**config.mk**
```make
export PLATFORM = sky130hd
export DESIGN_NAME = fan_run_ctrl
export DESIGN_NICKNAME = d
export VERILOG_FILES = /design/src/rtl/fan_run_ctrl.sv
export SDC_FILE = /design/constraint.sdc
export NUM_CORES = 1
export LEC_CHECK = 0
export ABC_CLOCK_PERIOD_IN_PS = 1850
export BUFFER_PORTS_ARGS = -buffer_cell sky130_fd_sc_hd__buf_2
export CAP_MARGIN = 20
export CORE_ASPECT_RATIO = 0.6
export CORE_UTILIZATION = 53
export DETAILED_ROUTE_END_ITERATION = 8
export PLACE_DENSITY = 0.78
export SLEW_MARGIN = 0
export SYNTH_ARGS = -nofsm -noshare
export SYNTH_HDL_FRONTEND = slang
export SYNTH_SLANG_ARGS = --single-unit
```
**constraint.sdc**
```tcl
create_clock -name clk -period 1.85 [get_ports clk]
set_input_delay 0.185 -clock clk [delete_from_list [all_inputs] [get_ports clk]]
set_output_delay 0.185 -clock clk [all_outputs]
set_load 0.01 [all_outputs]
```
**src/rtl/fan_run_ctrl.sv**
```systemverilog
// Range-hood fan run controller.
// Decodes the selected mode into a fan drive level. It times the hurricane
// (level 3) phase and the self-clean phase with a 1 s prescaler, and strobes
// timeout_pulse when a timed phase runs out.
// Optional build macro HURRICANE_ONCE_EN: hurricane is allowed once per power-on.
module fan_run_ctrl #(
  parameter int unsigned CLK_HZ        = 100000000,
  parameter int unsigned HURRICANE_SEC = 60,
  parameter int unsigned CLEAN_SEC     = 180
) (
  input  logic       clk,
  input  logic       rst,
  input  logic       machine_state,
  input  logic [2:0] mode_state,
  output logic [1:0] fan_level,
  output logic       clean_active,
  output logic [7:0] remaining_sec,
  output logic       timeout_pulse
);

  localparam int unsigned PW = (CLK_HZ > 1) ? $clog2(CLK_HZ) : 1;
  localparam logic [PW-1:0] PrescMax  = PW'(CLK_HZ - 1);
  localparam logic [7:0]    HurLoad   = 8'(HURRICANE_SEC);
  localparam logic [7:0]    CleanLoad = 8'(CLEAN_SEC);

  typedef enum logic [2:0] {
    StIdle,
    StRun,
    StHurricane,
    StHurExpired,
    StClean,
    StCleanDone
  } state_e;

  state_e        state_q;
  logic [PW-1:0] presc_q;
  logic          sec_tick;
  logic          hur_blocked;

  assign sec_tick = (presc_q == PrescMax);

`ifdef HURRICANE_ONCE_EN
  logic hur_used_q;
  assign hur_blocked = hur_used_q;
`else
  assign hur_blocked = 1'b0;
`endif

  // Mode FSM with registered outputs; reset, then power-off, take priority.
  always_ff @(posedge clk) begin
    if (rst) begin
      state_q       <= StIdle;
      presc_q       <= '0;
      fan_level     <= 2'd0;
      clean_active  <= 1'b0;
      remaining_sec <= 8'd0;
      timeout_pulse <= 1'b0;
`ifdef HURRICANE_ONCE_EN
      hur_used_q    <= 1'b0;
`endif
    end else if (!machine_state) begin
      state_q       <= StIdle;
      presc_q       <= '0;
      fan_level     <= 2'd0;
      clean_active  <= 1'b0;
      remaining_sec <= 8'd0;
      timeout_pulse <= 1'b0;
`ifdef HURRICANE_ONCE_EN
      // Cleared while off, so the next power-up starts with hurricane available.
      hur_used_q    <= 1'b0;
`endif
    end else begin
      timeout_pulse <= 1'b0;
      case (mode_state)
        3'b001, 3'b010: begin
          state_q       <= StRun;
          presc_q       <= '0;
          fan_level     <= mode_state[1:0];
          clean_active  <= 1'b0;
          remaining_sec <= 8'd0;
        end
        3'b011: begin
          clean_active <= 1'b0;
          if (state_q == StHurricane) begin
            if (sec_tick) begin
              presc_q <= '0;
              if (remaining_sec <= 8'd1) begin
                state_q       <= StHurExpired;
                fan_level     <= 2'd2;
                remaining_sec <= 8'd0;
                timeout_pulse <= 1'b1;
              end else begin
                remaining_sec <= remaining_sec - 8'd1;
              end
            end else begin
              presc_q <= presc_q + 1'b1;
            end
          end else if (state_q == StHurExpired || hur_blocked) begin
            state_q       <= StHurExpired;
            presc_q       <= '0;
            fan_level     <= 2'd2;
            remaining_sec <= 8'd0;
          end else begin
            state_q       <= StHurricane;
            presc_q       <= '0;
            fan_level     <= 2'd3;
            remaining_sec <= HurLoad;
`ifdef HURRICANE_ONCE_EN
            hur_used_q    <= 1'b1;
`endif
          end
        end
        3'b100: begin
          fan_level <= 2'd0;
          if (state_q == StClean) begin
            if (sec_tick) begin
              presc_q <= '0;
              if (remaining_sec <= 8'd1) begin
                state_q       <= StCleanDone;
                clean_active  <= 1'b0;
                remaining_sec <= 8'd0;
                timeout_pulse <= 1'b1;
              end else begin
                remaining_sec <= remaining_sec - 8'd1;
              end
            end else begin
              presc_q <= presc_q + 1'b1;
            end
          end else if (state_q == StCleanDone) begin
            presc_q       <= '0;
            clean_active  <= 1'b0;
            remaining_sec <= 8'd0;
          end else begin
            state_q       <= StClean;
            presc_q       <= '0;
            clean_active  <= 1'b1;
            remaining_sec <= CleanLoad;
          end
        end
        default: begin
          state_q       <= StIdle;
          presc_q       <= '0;
          fan_level     <= 2'd0;
          clean_active  <= 1'b0;
          remaining_sec <= 8'd0;
        end
      endcase
    end
  end

endmodule

```
==> results_dict.tcl, run 1 <==
set metrics [dict create \
    grt_max_degree 14 \
    pwr_density_cell_mw_per_mm2 613 \
    core_mm2 0.00383 \
    syn_inst 266 \
    critPathKind "flop to flop" \
    portBuffers 17 \
    min_period_ns 1.86 \
    netlist_area_mm2 0.00222 \
    cts_sinks 42 \
    final_cell_mix "42 x dfxtp_1, 41 x nor2_1, 39 x buf_4" \
    cp.arrival_ns 2.03 \
    fmax_mhz 537 \
    final_util_pct 75.1 \
    grt_pass1_wl_um 9650 \
    leakage_nw 1.10 \
    hold_depth 2 \
    worstPathRequired_ns 2.02 \
    run_status "finished, violations left" \
    wl_um 6140 \
    place_inst 362 \
    ys_types 54 \
    ant_nets 0 \
    slew-limit-headroom_pct 65.5 \
    timing.rr.start "presc_q[9]" \
    rows 17 \
    r2r_end "remaining_sec[2]" \
    clock_latency_ns 0.30 \
    antenna_found_initial 0 \
    min_path_type "primary input to flop" \
    die_y_um 52.2 \
    finalCritPeriodShare_pct 101 \
    fin_area_mm2 0.00288 \
    final_common_cell "dfxtp_1" \
    crit_path_end_kind "flop" \
    syn_area_per_cell_um2 8.35 \
    violations "negative setup slack" \
    wire_per_inst_um 16.6 \
    fin_nets 332 \
    drt-pass1-iter-count 5 \
    cp_max_fo 6 \
    ys_ff_latch 42 \
    dp_slack_ns -0.0172 \
    synth-async-reset-ratio_pct 0 \
    drc_errors 0 \
    clk_pin_slew_ns 0.09 \
    clk_path_buf_depth 2 \
    yosysWarnings 0 \
    avgViaCountPerCell 5.99 \
    grt_pass1_vias 1986 \
    dr_total_vias 2217 \
    reg2reg_depth 6 \
    setup_tns_ns -0.0116 \
    multi_input_area_mm2 0.00141 \
    areaGrowthSynthToFinish_pct 29.4 \
    htreeDepth 2 \
    tightest_slew_ns 0.511 \
    cts_tree "yes" \
    gp_congestion 1.01 \
    hold-path-endpoint "fan_level[1]" \
    fin_skew_ns 0.0116 \
    hp-start "mode_state[1]" \
    dpl-instance-area_mm2 0.00265 \
    drv_cap 0 \
    grt_use_total_pct 28.6 \
    io_pins 18 \
    synth_edf_count 0 \
    drt_iter0_drc 177 \
    ff_latch_area_um2 841 \
    setup_ws_ns -0.0116 \
    root_buffer "clkbuf_8" \
    die_w_um 85.6 \
    setup_violations 1 \
    rsz0062_at_grt "true" \
    reg2reg_slack_ns -0.01 \
    ir_worst_vdd_v 0.000407 \
    layout.cells.non_filler 370 \
    start_kind "flop" \
    drv_slew 0 \
    hold_viol_final 0 \
    synth-seq-area-share_pct 37.8 \
    dieArea_mm2 0.00446 \
    grt.overflow.total 0 \
    dp_hpwl_um 4440 \
    syn_nets 275 \
    n_fill_cell 290 \
    hold_buffers 0 \
    ys.flop_type "dfxtp_1" \
    start_util_pct 58.0 \
    numCtsBuffers 5 \
    layout-drive-gt1-share_pct 27.9 \
    diodes 0 \
]
-- state kept, by name, indices dropped and copies added (netlist names) --
name           count
clean_active       1
fan_level          2
presc_q           27
remaining_sec      8
state_q            3
timeout_pulse      1
-- Yosys cell counts, drive strengths merged (3+ instances only) --
cell type	count	area, um^2
nand2	15	61.3
nor2b	4	25.0
a31oi	3	18.8
nor3	11	60.1
a21oi	9	45.0
xor2	8	70.1
nor4	9	62.6
o22ai	3	25.0
dfxtp	42	841
nand2b	5	31.3
nor2	42	158
nand3	13	65.1
o21ai	8	40.0
buf	5	30.0
xnor2	20	175
inv	9	33.8
ha	3	37.5
and3	9	56.3
nand4	7	50.1
clkbuf	3	11.3
and4	6	52.6
-- worst max-delay path, cell delays in order, from the launching register on --
cell      delay (ns)
dfxtp_1         0.40
nor4b_2         0.34
nand4_1         0.24
buf_4           0.23
nor3_2          0.17
mux2i_1         0.23
o221ai_1        0.12
-- layer usage --
layer  global-route usage (%)  part of all wire [%]  vias up  wire length (um)
met3                     8.25                   9.2        0               563
met5                        0                     0        -                 0
met1                     44.9                    51     1051              3110
li1                         -                     -     1066                 -
met2                     37.9                    40      100              2470
met4                     4.72                     0        0                 0
-- cell families after synthesis --
group	share of synthesized area [%]
AND/OR/NAND/NOR	33.4
multiplexers	0.450
AO/OA/AOI/OAI	12.2
adder cells (fa/ha/maj)	1.69
flip-flops	37.8
buffers and inverters	3.38
XOR/XNOR	11.0
-- repair_timing --
action                                  4_1_cts  5_1_grt
endpoints found under the setup margin        2       33
buffers inserted                              0        1
pin swaps                                     0        2
gates cloned                                  0        0
gates resized for setup                       2       20
-- worst max-delay path by stage --
stage | cells past startpoint | start | slack (ns) | end
global route | 6 | presc_q[9] | -0.11 | remaining_sec[2]
CTS | 6 | presc_q[11] | 0.03 | fan_level[1]
global placement | 5 | remaining_sec[5] | 0.05 | remaining_sec[4]
finish | 6 | presc_q[9] | -0.01 | remaining_sec[2]
detailed placement | 6 | remaining_sec[5] | -0.02 | remaining_sec[2]
floorplan | 7 | presc_q[0] | 0.007 | remaining_sec[4]
-- through the flow --
step	total power, mW	hold slack [ns]
finish	1.76	0.188
detailed placement	1.02	0.503
CTS	1.76	0.187
global placement	1.02	0.492
global route	1.83	0.187
floorplan	0.987	0.380
-- power by group --
group          internal [mW]  switching [mW]  total (mW)  leakage (nW)
Combinational         0.0412          0.0565      0.0978         0.706
Clock                  0.432           0.321       0.753        0.0573
Sequential             0.908         0.00495       0.913         0.339
-- final cells by class --
cell class	instances	area share, %
clock buffer	6	2.87
tap	47	2.05
clock inverter	1	1.04
inverter	9	1.17
multi-input combinational	207	49.1
sequential	42	29.2
timing repair buffer	58	14.5
No activity file was read; power rests on OpenSTA's default activity.
==> inputs of run 2 (changes only) <==
--- a/config.mk
+++ b/config.mk
@@ -12,6 +12,7 @@
 export CORE_UTILIZATION = 53
 export DETAILED_ROUTE_END_ITERATION = 8
 export PLACE_DENSITY = 0.78
+export SETUP_SLACK_MARGIN = 0.4
 export SLEW_MARGIN = 0
 export SYNTH_ARGS = -nofsm -noshare
 export SYNTH_HDL_FRONTEND = slang
==> run 2 against run 1 <==
Net effect: the flow still finishes with violations (negative setup slack); non-clock buffer count grew 6; die area did not move; power shrank 0.90%; setup slack worse by 0.012 ns; clock power fell by 3.9%; global-route usage rose by 7.9 points; sequential power is essentially flat; clock skew shrank 0.0040 ns; critical endpoint is now clean_active.
==> results_dict.tcl, run 2 (synthesis results as in run 1) <==
set metrics [dict create \
    crit_end "clean_active" \
    pwr_density_cell_mw_per_mm2 506 \
    rsz0062_at_grt "true" \
    start_kind "flop" \
    drt-pass1-iter-count 5 \
    clk_path_buf_depth 2 \
    fmax_mhz 534 \
    clk_pin_slew_ns 0.09 \
    grt_pass1_wl_um 12000 \
    r2r_end "clean_active" \
    tightest_slew_ns 0.557 \
    largest_reg_flops 27 \
    cp_max_fo 7 \
    min_period_ns 1.87 \
    ff_latch_area_um2 863 \
    final_common_cell "buf_4" \
    run_status "finished, violations left" \
    reg2reg_depth 5 \
    portBuffers 17 \
    p_seq_share_pct 52.2 \
    wire_per_inst_um 26.2 \
    p_sw_uw 424 \
    dieArea_mm2 0.00446 \
    top_layer "met4" \
    timing.rr.start "presc_q[19]" \
    cp.arrival_ns 2.07 \
    grt_use_total_pct 36.5 \
    setup_violations 2 \
    clock_latency_ns 0.31 \
    dp_hpwl_um 4050 \
    met3_length_um 1310 \
    gp_congestion 0.946 \
    combPwrFrac_pct 6.3 \
    grt_pass1_vias 2327 \
    hold_viol_final 0 \
    rows 17 \
    leakage_nw 1.27 \
    startpoint "presc_q[19]" \
    finalCritPeriodShare_pct 101 \
    wl_um 9960 \
    reg2reg_slack_ns -0.02 \
    diodes 0 \
    avgViaCountPerCell 7.26 \
    layout-drive-gt1-share_pct 48.5 \
    crit_path_end_kind "flop" \
    m1WireLength_um 3890 \
    dp_slack_ns -0.00364 \
    antenna_found_initial 0 \
    fin_skew_ns 0.00762 \
    areaGrowthSynthToFinish_pct 55.5 \
    multi_input_area_mm2 0.00188 \
    slew-limit-headroom_pct 62.6 \
    root_buffer "clkbuf_8" \
    wl_met2_um 4170 \
    die_w_um 85.6 \
    grt_max_degree 13 \
    core_mm2 0.00383 \
    io_pins 18 \
    top_register "presc_q" \
    drv_slew 0 \
    drt_iter0_drc 338 \
    start_util_pct 58.0 \
    hold_buffers 0 \
    top_regs "presc_q: 27 flops, remaining_sec: 8 flops, state_q: 3 flops" \
    die_y_um 52.2 \
    worstPathRequired_ns 2.04 \
    dr_total_vias 2765 \
    clkPwrFrac_pct 41.4 \
    final_util_pct 90.2 \
    drv_cap 0 \
    fin_nets 342 \
    htreeDepth 2 \
    p_int_mw 1.32 \
    ant_nets 0 \
    grt.overflow.total 0 \
    n_fill_cell 135 \
    final_cell_mix "36 x buf_4, 26 x dfxtp_1, 19 x nor2_1" \
    ir_worst_vdd_v 0.000639 \
    switching_share_pct 24.3 \
    cts_sinks 42 \
    drc_errors 0 \
    min_path_type "primary input to flop" \
    setup_ws_ns -0.0236 \
    cts_tree "yes" \
    numCtsBuffers 5 \
    critPathKind "flop to flop" \
    violations "negative setup slack" \
]
[run 2: worst min path at each step]
stage                       endpoint  cells past startpoint          start  slack (ns)
detailed placement        presc_q[0]                      2     presc_q[0]        0.49
CTS                     fan_level[1]                      2  mode_state[1]        0.19
floorplan           remaining_sec[7]                      3            rst        0.38
global route            fan_level[1]                      2  mode_state[1]        0.20
finish                  fan_level[1]                      2  mode_state[1]        0.20
global placement        fan_level[0]                      2   fan_level[0]        0.48
[run 2: metrics by stage]
| step | cells | hold slack, ns | total power, mW | cell area [um^2] | TNS [ns] |
|---|---|---|---|---|---|
| finish | 381 | 0.196 | 1.75 | 3450 | -0.0255 |
| global route | 381 | 0.198 | 1.79 | 3450 | -0.0831 |
| CTS | 378 | 0.187 | 1.71 | 3100 | 0 |
| detailed placement | 354 | 0.493 | 1.02 | 2640 | -0.00364 |
| global placement | 354 | 0.484 | 1.02 | 2640 | 0 |
| floorplan | 266 | 0.380 | 0.988 | 2320 | 0 |
[run 2: critical path, cell delays in order, from the launching register on]
cell	delay (ns)
dfxtp_2	0.34
or4_4	0.56
nor4_4	0.28
nand2_4	0.19
o211ai_1	0.28
a21oi_1	0.11
[run 2: layout make-up]
class	instances	area share, %
tap	47	1.70
clock buffer	8	3.19
timing repair buffer	64	14.8
inverter	9	0.978
multi-input combinational	211	54.3
sequential	42	25.0
[run 2: per-layer routing]
| metal | vias up | global-route usage, % |
|---|---|---|
| li1 | 1103 | - |
| met5 | - | 0 |
| met2 | 284 | 54.1 |
| met3 | 73 | 10.5 |
| met4 | 0 | 17.2 |
| met1 | 1305 | 49.0 |
[run 2: timing repair]
item / 4_1_cts / 5_1_grt
resized for setup: 47 / 68
gates cloned: 4 / 0
buffers inserted: 12 / 3
endpoints found under the setup margin: 40 / 40
pin swaps: 12 / 9
[run 2: power by group through the flow]
stage / clock network, mW / logic (mW) / registers, mW
2_1_floorplan: 0 / 0.0542 / 0.934
3_3_place_gp: 0 / 0.0837 / 0.933
3_5_place_dp: 0 / 0.0843 / 0.933
4_1_cts: 0.705 / 0.0900 / 0.911
5_1_grt: 0.759 / 0.115 / 0.913
6_report: 0.724 / 0.111 / 0.913
